**src/rtl/luna_led_pkg.sv**
```systemverilog
// Shared encodings for the LED pattern player: playback modes and FSM states.
package luna_led_pkg;

  typedef enum logic [1:0] {
    MODE_ONE_SHOT  = 2'd0,
    MODE_LOOP      = 2'd1,
    MODE_PING_PONG = 2'd2,
    MODE_RESERVED  = 2'd3
  } mode_e;

  typedef enum logic [2:0] {
    IDLE  = 3'd0,
    FETCH = 3'd1,
    WAIT  = 3'd2,
    LATCH = 3'd3,
    HOLD  = 3'd4
  } state_e;

  // The reserved encoding plays exactly like one-shot.
  function automatic mode_e decode_mode(input logic [1:0] raw);
    case (raw)
      2'd1:    return MODE_LOOP;
      2'd2:    return MODE_PING_PONG;
      default: return MODE_ONE_SHOT;
    endcase
  endfunction

endpackage

```
**src/rtl/led_step_timer.sv**
```systemverilog
// Step-period down-counter: load a value, count down to zero and hold there.
module led_step_timer #(
  parameter int DIV_W = 24
) (
  input  logic             clk,
  input  logic             rst_n,
  input  logic             load,
  input  logic [DIV_W-1:0] value,
  output logic [DIV_W-1:0] count,
  output logic             expired
);

  // NOTE: sequential state always uses non-blocking assignments so every
  // flop samples the pre-edge values of its neighbours.
  always_ff @(posedge clk or negedge rst_n) begin
    if (!rst_n) begin
      count <= '0;
    end else if (load) begin
      count <= value;
    end else if (count != '0) begin
      count <= count - 1'b1;
    end
  end

  assign expired = (count == '0);

endmodule

```
**src/rtl/led_pattern_player.sv**
```systemverilog
// Plays a sequence of BRAM words onto the LEDs in one-shot, loop or ping-pong order.
module led_pattern_player
  import luna_led_pkg::*;
#(
  parameter int N_LEDS   = 8,
  parameter int ADDR_W   = 16,
  parameter int DIV_W    = 24,
  parameter int BRAM_LAT = 1
) (
  input  logic              clk,
  input  logic              rst_n,
  input  logic              start,
  input  logic              stop,
  input  logic [1:0]        mode,
  input  logic [ADDR_W-1:0] base_addr,
  input  logic [ADDR_W-1:0] length,
  input  logic [DIV_W-1:0]  div,
  input  logic [15:0]       bram_doutb,
  output logic [ADDR_W-1:0] bram_addrb,
  output logic [N_LEDS-1:0] leds,
  output logic              busy,
  output logic              done
);

  localparam logic [DIV_W-1:0] MIN_PM1  = DIV_W'(BRAM_LAT + 1);
  localparam logic [DIV_W-1:0] FETCH_AT = DIV_W'(BRAM_LAT + 2);
  localparam logic [1:0]       LAT_LAST = 2'(BRAM_LAT - 1);

  state_e            state_q, state_d;
  mode_e             mode_q;
  logic [ADDR_W-1:0] base_q, len_q, idx_q, idx_next, last_idx;
  logic [DIV_W-1:0]  div_q, period_m1, step_count;
  logic              dir_down_q, dir_next, last_q, is_last, step_expired;
  logic [1:0]        wait_q;
  logic [1:0]        sync_q;
  logic              run_en;
  logic              capture, fetch, latch, finish, zero_done;

  // Release is re-timed so the first edge after rst_n rises never accepts start.
  always_ff @(posedge clk or negedge rst_n) begin
    if (!rst_n) sync_q <= 2'b00;
    else        sync_q <= {sync_q[0], 1'b1};
  end
  assign run_en = sync_q[1];

  assign last_idx  = len_q - 1'b1;
  assign is_last   = (mode_q == MODE_ONE_SHOT) && (idx_q == last_idx);
  assign period_m1 = (div_q > MIN_PM1) ? div_q : MIN_PM1;

  led_step_timer #(.DIV_W(DIV_W)) u_step_timer (
    .clk     (clk),
    .rst_n   (rst_n),
    .load    (latch),
    .value   (period_m1),
    .count   (step_count),
    .expired (step_expired)
  );

  always_ff @(posedge clk or negedge rst_n) begin
    if (!rst_n) state_q <= IDLE;
    else        state_q <= state_d;
  end

  // NOTE: every output of this block gets a default first; a path that
  // leaves one unassigned would infer a latch.
  always_comb begin
    state_d   = state_q;
    capture   = 1'b0;
    fetch     = 1'b0;
    latch     = 1'b0;
    finish    = 1'b0;
    zero_done = 1'b0;
    if (stop) begin
      state_d = IDLE;
    end else begin
      case (state_q)
        IDLE: begin
          if (start && run_en) begin
            if (length == '0) begin
              zero_done = 1'b1;
            end else begin
              capture = 1'b1;
              state_d = FETCH;
            end
          end
        end
        FETCH: begin
          fetch   = 1'b1;
          state_d = WAIT;
        end
        WAIT: begin
          if (wait_q == LAT_LAST) state_d = LATCH;
        end
        LATCH: begin
          latch = 1'b1;
          // At the minimum period the next fetch must start right away.
          if (!is_last && period_m1 == MIN_PM1) state_d = FETCH;
          else                                  state_d = HOLD;
        end
        HOLD: begin
          if (last_q) begin
            if (step_expired) begin
              finish  = 1'b1;
              state_d = IDLE;
            end
          end else if (step_count <= FETCH_AT) begin
            state_d = FETCH;
          end
        end
        default: state_d = IDLE;
      endcase
    end
  end

  always_comb begin
    idx_next = idx_q + 1'b1;
    dir_next = dir_down_q;
    case (mode_q)
      MODE_LOOP: begin
        if (idx_q == last_idx) idx_next = '0;
      end
      MODE_PING_PONG: begin
        if (last_idx == '0) begin
          idx_next = '0;
        end else if (!dir_down_q) begin
          if (idx_q == last_idx) begin
            idx_next = idx_q - 1'b1;
            dir_next = 1'b1;
          end
        end else if (idx_q == '0) begin
          dir_next = 1'b0;
        end else begin
          idx_next = idx_q - 1'b1;
        end
      end
      default: ;
    endcase
  end

  always_ff @(posedge clk or negedge rst_n) begin
    if (!rst_n) begin
      mode_q     <= MODE_ONE_SHOT;
      base_q     <= '0;
      len_q      <= '0;
      div_q      <= '0;
      idx_q      <= '0;
      dir_down_q <= 1'b0;
      last_q     <= 1'b0;
      wait_q     <= '0;
      bram_addrb <= '0;
      leds       <= '0;
      busy       <= 1'b0;
      done       <= 1'b0;
    end else begin
      done <= zero_done | finish;
      if (capture) begin
        mode_q     <= decode_mode(mode);
        base_q     <= base_addr;
        len_q      <= length;
        div_q      <= div;
        idx_q      <= '0;
        dir_down_q <= 1'b0;
        last_q     <= 1'b0;
        busy       <= 1'b1;
      end
      if (stop || finish) busy <= 1'b0;
      if (fetch) begin
        bram_addrb <= base_q + idx_q;
        wait_q     <= '0;
      end else if (state_q == WAIT) begin
        wait_q <= wait_q + 1'b1;
      end
      if (latch) begin
        leds       <= bram_doutb[N_LEDS-1:0];
        idx_q      <= idx_next;
        dir_down_q <= dir_next;
        last_q     <= is_last;
      end
    end
  end

  generate
    if (N_LEDS < 16) begin : g_unused_bits
      logic unused_doutb;
      assign unused_doutb = ^bram_doutb[15:N_LEDS];
    end
  endgenerate

endmodule

```
**config.mk**
```make
export PLATFORM = sky130hd
export DESIGN_NAME = led_pattern_player
export DESIGN_NICKNAME = d
export VERILOG_FILES = /design/src/rtl/luna_led_pkg.sv /design/src/rtl/led_step_timer.sv /design/src/rtl/led_pattern_player.sv
export SDC_FILE = /design/constraint.sdc
export NUM_CORES = 1
export LEC_CHECK = 0
export ABC_AREA = 1
export CAP_MARGIN = 20
export CORE_AREA = 3 3 133 135
export CTS_CLUSTER_SIZE = 12
export DETAILED_ROUTE_END_ITERATION = 12
export DIE_AREA = 0 0 136 138
export PLACE_DENSITY_LB_ADDON = 0.3
export SYNTH_ARGS = -nofsm -noshare
export SYNTH_HDL_FRONTEND = slang
export SYNTH_SLANG_ARGS = --single-unit
```
**constraint.sdc**
```tcl
create_clock -name clk -period 2.76 [get_ports clk]
set_input_delay 0.552 -clock clk [delete_from_list [all_inputs] [get_ports clk]]
set_output_delay 0.552 -clock clk [all_outputs]
set_load 0.1 [all_outputs]
```
==> impl_metrics.csv <==
group,metric,value,unit
global_routing,busiest_layer,"met2",
cells_and_area,drive_above_1_share,8.92,%
logic_synthesis,avgSynthCellArea,6.73,um^2
clock_tree,cts.htree.levels,4,
worst_setup_path,cpPeakStageDelay,0.37,ns
logic_synthesis,synth_edf_count,0,
clock_tree,clock-root-buffer,"clkbuf_16",
routing,wl_per_cell,14.7,um
run,maxCapViolCount,0,
clock_tree,clkSinkCount,133,
floorplan,die_h,138,um
status,status,"finished, final reports clean",
clock_tree,cts_buffer_depth,2,
routing,drt_wl_total,24700,um
sta,slew_viol_final,0,
power_and_ir_drop,p_leak,5.66,nW
placed_design,port-buffer-count,95,
logic_synthesis,yosysWarnings,0,
power_and_ir_drop,ir_worst_vdd,0.793,mV
global_routing,grt_max_degree,60,
cells_and_area,syn_to_final_growth,20.8,%
sta,rsz0062_at_grt,"false",
routing,drc_errors,0,
logic_synthesis,netlist_area,9040,um^2
sta,fmax,0.397,GHz
sta,setup_tns,0,ns
floorplan,fp.coreArea,16600,um^2
sta,fin_crit,2.52,ns
clock_tree,clock_latency,0.43,ns
worst_setup_path,rrSetupSlack,0.24,ns
worst_setup_path,crit_top_cell,"nand2_1",
floorplan,io_pins,104,
worst_setup_path,r2r-start,"idx_q[1]",
global_routing,grt_pass1_vias,8701,
clock_tree,cts_tree,"built",
floorplan,die_area,18800,um^2
sta,worst_slack,0.242,ns
worst_setup_path,path_class,"reg2reg",
sta,hold_violations,0,
clock_tree,postCtsSetupBuffers,0,
clock_tree,clk_pin_slew_worst_paths,0.06,ns
global_routing,met2_usage,42.9,%
sta,slew-limit-headroom,56.4,%
logic_synthesis,synth_cells,1343,
worst_setup_path,critPathRequiredTime,3.10,ns
floorplan,die_w,136,um
worst_setup_path,critPathCaptureType,"flop",
routing,final_antenna_net_count,0,
placed_design,dp_hpwl,18000,um
logic_synthesis,synthFlopType,"dfrtp_1",
sta,finalSetupViolCount,0,
worst_setup_path,cpMaxStageDelayCell,"dfrtp_1",
power_and_ir_drop,p_per_area,860,nW/um^2
global_routing,grt_usage,26.8,%
logic_synthesis,synthArstFlopShare,100,%
global_routing,grt_pass1_wl,41300,um
cells_and_area,num_antenna_cells,0,
floorplan,start_util,54.5,%
routing,routed_via_density,5.40,
placed_design,place_ws,0.115,ns
worst_setup_path,cp-endpoint,"bram_addrb[13]",
floorplan,rows,47,
worst_setup_path,rr_worst_depth,12,
placed_design,gp_congestion,0.972,
hold_path,hold_class,"in2async",
global_routing,use_met3,4.91,%
logic_synthesis,ys_types,50,
global_routing,antenna_found_initial,0,
worst_setup_path,crit_path_max_fanout,5,
worst_setup_path,crit_chain,"buf_4 -> ha_1 -> nand3_1 -> nand2_1 -> a21oi_1 -> o21ai_0 -> a21boi_0 -> o21ai_0 -> nand3_1 -> nand2_1 -> nand2_1 -> a31oi_1",
clock_tree,cts_buffers,17,
cells_and_area,layout.nets,1550,
logic_synthesis,seq_area_frac_synth,36.8,%
global_routing,gr-total-overflow,0,
worst_setup_path,regToRegEndpoint,"bram_addrb[13]",
routing,drt-initial-drc-count,898,
global_routing,met1_usage,36.1,%
sta,fin_skew,0.0112,ns
worst_setup_path,arrival,2.86,ns
sta,tightestPinTransition,0.655,ns
routing,route.vias.total,9058,
logic_synthesis,syn-num-nets,1448,
worst_setup_path,startpoint,"idx_q[1]",
logic_synthesis,synth-seq-cells,133,
sta,timing.final.crit_share,91.2,%
routing,firstDrtPassIters,6,
worst_setup_path,start_kind,"flop",
[timing repair]
| action | CTS | global route |
|---|---|---|
| setup endpoints to repair | 0 | 3 |
| gates resized for setup | 0 | 3 |
| hold buffers | 0 | 0 |
[critical path: cells and delay by family, from the launching register on]
| kind | cells | cell delay (ns) |
|---|---|---|
| and+or+nand+nor | 5 | 0.51 |
| DFF | 1 | 0.37 |
| adders and majority gates | 1 | 0.26 |
| buffers and inverters | 1 | 0.16 |
| AOI/OAI and AO/OA | 5 | 1.13 |
[state kept, by name, indices dropped and copies added, names as in the netlist, 2 cells and up]
register	cells
mode_q	2
idx_q	16
bram_addrb	16
leds	8
wait_q	2
div_q	24
state_q	3
len_q	16
base_q	16
u_step_timer.count	24
sync_q	2
[cell families (layout without fill, tap and decap cells)]
| family | after synthesis | after routing | share of synthesized area (%) |
|---|---|---|---|
| xor gates and xnor gates | 47 | 47 | 4.55 |
| AOI/OAI and AO/OA | 158 | 158 | 9.42 |
| DFF | 133 | 133 | 36.8 |
| buffers and inverters | 216 | 331 | 9.39 |
| muxes | 1 | 1 | 0.111 |
| and+or+nand+nor | 760 | 760 | 35.9 |
| other | 1 | 1 | 0.0415 |
| adders and majority gates | 27 | 27 | 3.82 |
[stage by stage]
step	hold slack [ns]	utilization [%]	power, W	cells	instance area, um^2
2_1_floorplan	0.256	-	0.00591	1343	9040
3_3_place_gp	0.333	62.1	0.00685	1646	10300
3_5_place_dp	0.343	62.1	0.00694	1646	10300
4_1_cts	0.0330	65.9	0.00940	1678	10900
5_1_grt	0.0528	65.9	0.0100	1678	10900
6_report	0.0277	65.9	0.00939	1678	10900
[routing by layer]
| metal | part of all wire [%] | up-vias |
|---|---|---|
| met5 | 0 | - |
| met3 | 6.8 | 57 |
| met4 | 2.6 | 0 |
| li1 | - | 4488 |
| met2 | 48 | 315 |
| met1 | 43 | 4198 |
[cell type report]
type / instances / area, um^2
Multi-Input combinational cell: 994 / 4870
Timing Repair Buffer: 130 / 1190
Sequential cell: 133 / 3330
Clock inverter: 12 / 169
Tap cell: 220 / 275
Inverter: 169 / 634
Fill cell: 1507 / 5660
Clock buffer: 20 / 457
[layout by cell type, fill, tap and decap left out, types with 4 or more instances in the layout]
cell               n
o21ai_1            5
nor3_1            16
nand4_1           27
inv_2             10
xor2_1            39
xnor2_1            8
nand3_1          106
ha_1              26
nand2_2            4
dfrtp_1          133
clkbuf_16         17
nand2_1          458
nor4_1            10
nand3b_1           4
buf_4             58
a21oi_1           61
nor2_2             9
nor2_1           109
o21ai_0           66
inv_1            152
nor2_4             5
clkinv_1           7
clkdlybuf4s50_1   68
a31oi_1            6
[worst min-delay path by stage]
stage,endpoint,slack [ns],depth (start not counted),start
floorplan,base_q[0],0.26,0,rst_n
global placement,sync_q[1],0.33,0,sync_q[0]
detailed placement,sync_q[1],0.34,0,sync_q[0]
CTS,bram_addrb[10],0.03,1,rst_n
global route,bram_addrb[1],0.05,1,rst_n
finish,bram_addrb[10],0.03,1,rst_n
[synth_stat cells, drive strengths merged (3+ instances only)]
cell type  count  area [um^2]
nor4          11         75.1
or2            3         18.8
o22ai          3         18.8
o31ai          3         22.5
clkbuf        30          113
a31oi          6         37.5
o21ai         71          355
nand2        463         1750
a21oi         61          305
xor2          39          342
nor3          18          100
inv          162          608
clkinv         7         26.3
nor2         123          519
nand3        108          558
ha            26          325
xnor2          8         70.1
nand4         27          169
nand3b         4         30.0
buf           17          103
dfrtp        133         3330
[power breakdown]
part / total, W / switching (W) / internal (W)
Combinational: 0.00411 / 0.00287 / 0.00124
Sequential: 0.00287 / 0.000416 / 0.00245
Clock: 0.00242 / 0.000929 / 0.00149
Total: 0.00939 / 0.00421 / 0.00518
Power figures use the tool's default switching activity.
==> RTL change 1, RTL diff (config.mk and constraints unchanged) <==
The 5 states of `state_e` get a one-hot encoding in 5 bits.
--- a/src/rtl/luna_led_pkg.sv
+++ b/src/rtl/luna_led_pkg.sv
@@ -8,12 +8,12 @@
     MODE_RESERVED  = 2'd3
   } mode_e;
 
-  typedef enum logic [2:0] {
-    IDLE  = 3'd0,
-    FETCH = 3'd1,
-    WAIT  = 3'd2,
-    LATCH = 3'd3,
-    HOLD  = 3'd4
+  typedef enum logic [4:0] {
+    IDLE  = 5'b00001,
+    FETCH = 5'b00010,
+    WAIT  = 5'b00100,
+    LATCH = 5'b01000,
+    HOLD  = 5'b10000
   } state_e;
 
   // The reserved encoding plays exactly like one-shot.
Behaviour: same outputs for any inputs over 10 cycles, from zero or initial values and one cycle with rst_n low; not proved beyond that.
==> RTL change 1 against the original RTL <==
  * Sequential share of layout area increased by 0.29 points
  * Synthesized cell count decreased by 1.5%
  * Fmax decreased by 2.9%
  * Power increased by 7.2%
  * Sequential cell count increased by 2
  * Largest power group unchanged
  * Worst setup slack got worse by 0.074 ns
  * Sequential power increased by 9.1%
  * Clock power increased by 4%
  * Design area increased by 0.63%
  * Routed wire length decreased by 4.1%
  * Worst hold slack improved by 0.046 ns
  * Largest cell class unchanged
  * Global-route usage decreased by 1.7 points
  * Area after synthesis increased by 0.47%
==> RTL change 1: results (changes against the original RTL) <==
| Metric | Value |
|---|---|
| Leakage power total | 5.638 nW (was 5.659 nW) |
| Worst-margin pin slew | 0.6387 ns (was 0.6546 ns) |
| Reg2Reg Depth | 17 (was 12) |
| Nets | 1524 (was 1550) |
| Mapped Nets | 1428 (was 1448) |
| Synth top area cells | dfrtp_1, nand2_1, inv_1 (unchanged) |
| Max FO, Critical Path | 9 (was 5) |
| First-pass GRT wire length | 38580 um (was 41310 um) |
| Pin count of the biggest net entering global routing | 68 (was 60) |
| Pre-CTS WS | 0.04380 ns (was 0.1150 ns) |
| Run status | complete, no violations (unchanged) |
| Gpl congestion | 0.9274 (was 0.9717) |
| Met3 Track Usage GR | 5.669% (was 4.906%) |
| Met1 usage | 35.74% (was 36.09%) |
| Tot GR Track Use | 25.12% (was 26.81%) |
| Layout cells sized above 1 | 10.34% (was 8.916%) |
| Met2 Use GR | 38.96% (was 42.95%) |
| Iteration-0 DRC Markers | 652 (was 898) |
| Arr. time, crit path | 2.90 ns (was 2.86 ns) |
| Netlist cell types | 47 (was 50) |
| FF-to-FF End | idx_q[15] (was bram_addrb[13]) |
| Max VDD drop | 984.9 uV (was 793.0 uV) |
| Final Critical Period | 2.592 ns (was 2.518 ns) |
| Clock skew | 0.006908 ns (was 0.01121 ns) |
| Critical Path Source | len_q[0] (was idx_q[1]) |
| Hold_ws | 0.07324 ns (was 0.02769 ns) |
| FF-to-FF setup slack | 0.17 ns (was 0.24 ns) |
| Fillers | 1445 (was 1507) |
| Initial DRT Pass Iterations | 5 (was 6) |
| DPL Wire Length | 16740 um (was 17990 um) |
RTL change 1: repair_timing:
action	in CTS	in global routing
resized for setup	1	8
gates cloned	0	1
setup endpoints to repair	1	15
pin swaps	0	2
endpoints found under the hold margin	0	0
RTL change 1: through the flow:
step | instance area [sq um] | total power (W) | std cells
finish | 10990 | 0.01008 | 1652
global route | 10990 | 0.01078 | 1652
CTS | 10950 | 0.01002 | 1651
detailed placement | 10300 | 0.007424 | 1619
global placement | 10300 | 0.007302 | 1619
floorplan | 9087 | 0.006355 | 1323
RTL change 1: power by group:
part | internal (W) | switching [W]
sequential | 0.00261 | 0.000525
combinational | 0.00136 | 0.00307
clock | 0.00161 | 0.000907
total | 0.00557 | 0.00450
RTL change 1: worst max-delay path: cells and delay by family (launching register included):
kind,cells,cell delay (ns)
simple gates,13,1.54
flops,1,0.41
fa+ha+maj,1,0.24
compound gates,1,0.09
buf+inv,2,0.19
RTL change 1: layer usage:
| metal | up-vias | share of wire (%) |
|---|---|---|
| met4 | 0 | 1.6 |
| li1 | 4407 | - |
| met1 | 4064 | 45 |
| met2 | 361 | 45 |
| met5 | - | 0 |
| met3 | 33 | 7.9 |
RTL change 1: kinds of logic after synthesis:
group	synth area share, %
AND/OR/NAND/NOR	33.99
buffers and inverters	9.707
AO/OA/AOI/OAI	10.93
flip-flops	37.19
XOR/XNOR	4.337
adder cells (fa/ha/maj)	3.800
other	0.04127
RTL change 1: cell type report:
| class | instances | share of cell area (%) |
|---|---|---|
| clock inverters | 15 | 2.049 |
| inverters | 174 | 5.942 |
| multi-input cells | 967 | 44.26 |
| repair buffers | 124 | 10.62 |
| clock buffers | 17 | 3.870 |
| flip-flops and latches | 135 | 30.76 |
| well taps | 220 | 2.504 |
==> RTL change 2, RTL diff (same settings) <==
Made on the original files. Change the parameter `ADDR_W` from 16 to 15.
--- a/src/rtl/led_pattern_player.sv
+++ b/src/rtl/led_pattern_player.sv
@@ -3,7 +3,7 @@
   import luna_led_pkg::*;
 #(
   parameter int N_LEDS   = 8,
-  parameter int ADDR_W   = 16,
+  parameter int ADDR_W   = 15,
   parameter int DIV_W    = 24,
   parameter int BRAM_LAT = 1
 ) (
Ports: changed (resized base_addr, bram_addrb and length); port bits go from 104 to 101. No check against the original RTL was run, so the function may have changed too.
==> RTL change 2 against the original RTL <==
  * Sequential power rose by 11%
  * Sequential cell count is 4 lower
  * Fmax grew 0.46%
  * Worst setup slack better by 0.012 ns
  * Design area down 6.7%
  * Routed wire length is 7.4% lower
  * Area after synthesis decreased by 7.3%
  * Power rose by 19%
  * Critical endpoint is now idx_q[1]
  * Largest cell class unchanged
  * Highest routed layer unchanged
==> RTL change 2: results (changes against the original RTL) <==
| Metric | Value |
|---|---|
| Pin count of the biggest net entering global routing | 58 (was 60) |
| Number of global-route vias before repair | 7820 (was 8701) |
| Fmax | 399.0 MHz (was 397.2 MHz) |
| DPL Wire Length | 16820 um (was 17990 um) |
| Largest regs | div_q: 24 flops, u_step_timer.count: 24 flops (unchanged) |
| Tot GR Track Use | 24.95% (was 26.81%) |
| Nets | 1402 (was 1550) |
| Gpl congestion | 0.9111 (was 0.9717) |
| Via count | 8110 (was 9058) |
| Top post-synthesis cells by count | nand2_1, inv_1, dfrtp_1 (unchanged) |
| Leakage power total | 5.199 nW (was 5.659 nW) |
| Hold_ws | 0.07891 ns (was 0.02769 ns) |
| Top FF cell, synth | dfrtp_1 (unchanged) |
| Number of I/O port buffers | 92 (was 95) |
| Arr. time, crit path | 2.87 ns (was 2.86 ns) |
| Reg2Reg Depth | 17 (was 12) |
| Mapped Nets | 1300 (was 1448) |
| Sw Share | 47.03% (was 44.82%) |
| Run status | complete, no violations (unchanged) |
| Detailed Route WL | 22890 um (was 24710 um) |
| Delay-heaviest family, CP | simple AND/OR/NAND/NOR gates (was compound AO/OA/AOI/OAI gates) |
| Seq/Total Area, Yosys | 38.50% (was 36.80%) |
| CP max stage cell | dfrtp_1 (unchanged) |
| Vias per cell | 5.287 (was 5.398) |
| Clk_lat worst skew | 0.44 ns |
| PostCTS Resize Cnt | 0 (unchanged) |
| Clock skew | 0.01549 ns (was 0.01121 ns) |
| Antenna violations before repair | 0 (unchanged) |
| Fillers | 1526 (was 1507) |
| Post CTS Setup Buffer Count | 0 (unchanged) |
| Pre-CTS WS | 0.1149 ns (was 0.1150 ns) |
| First-pass GRT wire length | 37710 um (was 41310 um) |
| Worst-margin pin slew | 0.6778 ns (was 0.6546 ns) |
| Max FO, Critical Path | 12 (was 5) |
| Netlist cell types | 48 (was 50) |
| Cells after DPL | 1502 (was 1646) |
| Iteration-0 DRC Markers | 593 (was 898) |
| Synth top area cells | dfrtp_1, nand2_1, inv_1 (unchanged) |
| Layout cells sized above 1 | 9.056% (was 8.916%) |
| Initial DRT Pass Iterations | 5 (was 6) |
| Post-Syn Instances | 1199 (was 1343) |
| H-Tree Depth | 4 (unchanged) |
| Max VDD drop | 991.3 uV (was 793.0 uV) |
==> RTL change 2: cells by family after synthesis <==
logic type / count (synthesis) / synth area share (%)
and+or+nand+nor: 669 / 34.26
buffers and inverters: 175 / 8.565
AOI/OAI and AO/OA: 152 / 9.803
DFF: 129 / 38.50
xor gates and xnor gates: 48 / 5.013
adders and majority gates: 25 / 3.820
other: 1 / 0.04472
==> RTL change 2: through the flow <==
step	instance area [sq um]	power [W]	utilization, %
global route	10190	0.01197	61.45
finish	10190	0.01117	61.45
CTS	10180	0.01116	61.42
floorplan	8386	0.007281	-
global placement	9539	0.008546	57.52
detailed placement	9539	0.008642	57.52
==> RTL change 2: worst paths after layout <==
| kind | from | to |
|---|---|---|
| setup / recovery | len_q[1] | idx_q[1] |
| hold / removal | rst_n | div_q[5] |
| setup reg to reg | len_q[1] | idx_q[1] |
| hold reg to reg | sync_q[0] | sync_q[1] |
| max in group asynchronous | rst_n | u_step_timer.count[20] |
| min in group clk | sync_q[0] | sync_q[1] |
==> RTL change 2: metal layers <==
layer  track usage (%)  wire length, um
met1             32.06             9716
met2             41.12            11140
met3             5.160             1391
met4             9.920              639
met5                 0                0
==> RTL change 2: power groups by stage <==
stage	clock network [W]	registers [W]	logic, W
floorplan	0	0.00415	0.00313
global placement	0	0.00317	0.00537
detailed placement	0	0.00318	0.00546
CTS	0.00248	0.00317	0.00551
global route	0.00256	0.00327	0.00614
finish	0.00245	0.00318	0.00554
==> RTL change 2: cell type report <==
type | instances | share of cell area, %
multi-input cells | 895 | 43.62
flip-flops and latches | 129 | 31.68
repair buffers | 119 | 10.55
inverters | 139 | 5.120
clock buffers | 20 | 4.580
well taps | 220 | 2.701
clock inverters | 12 | 1.756
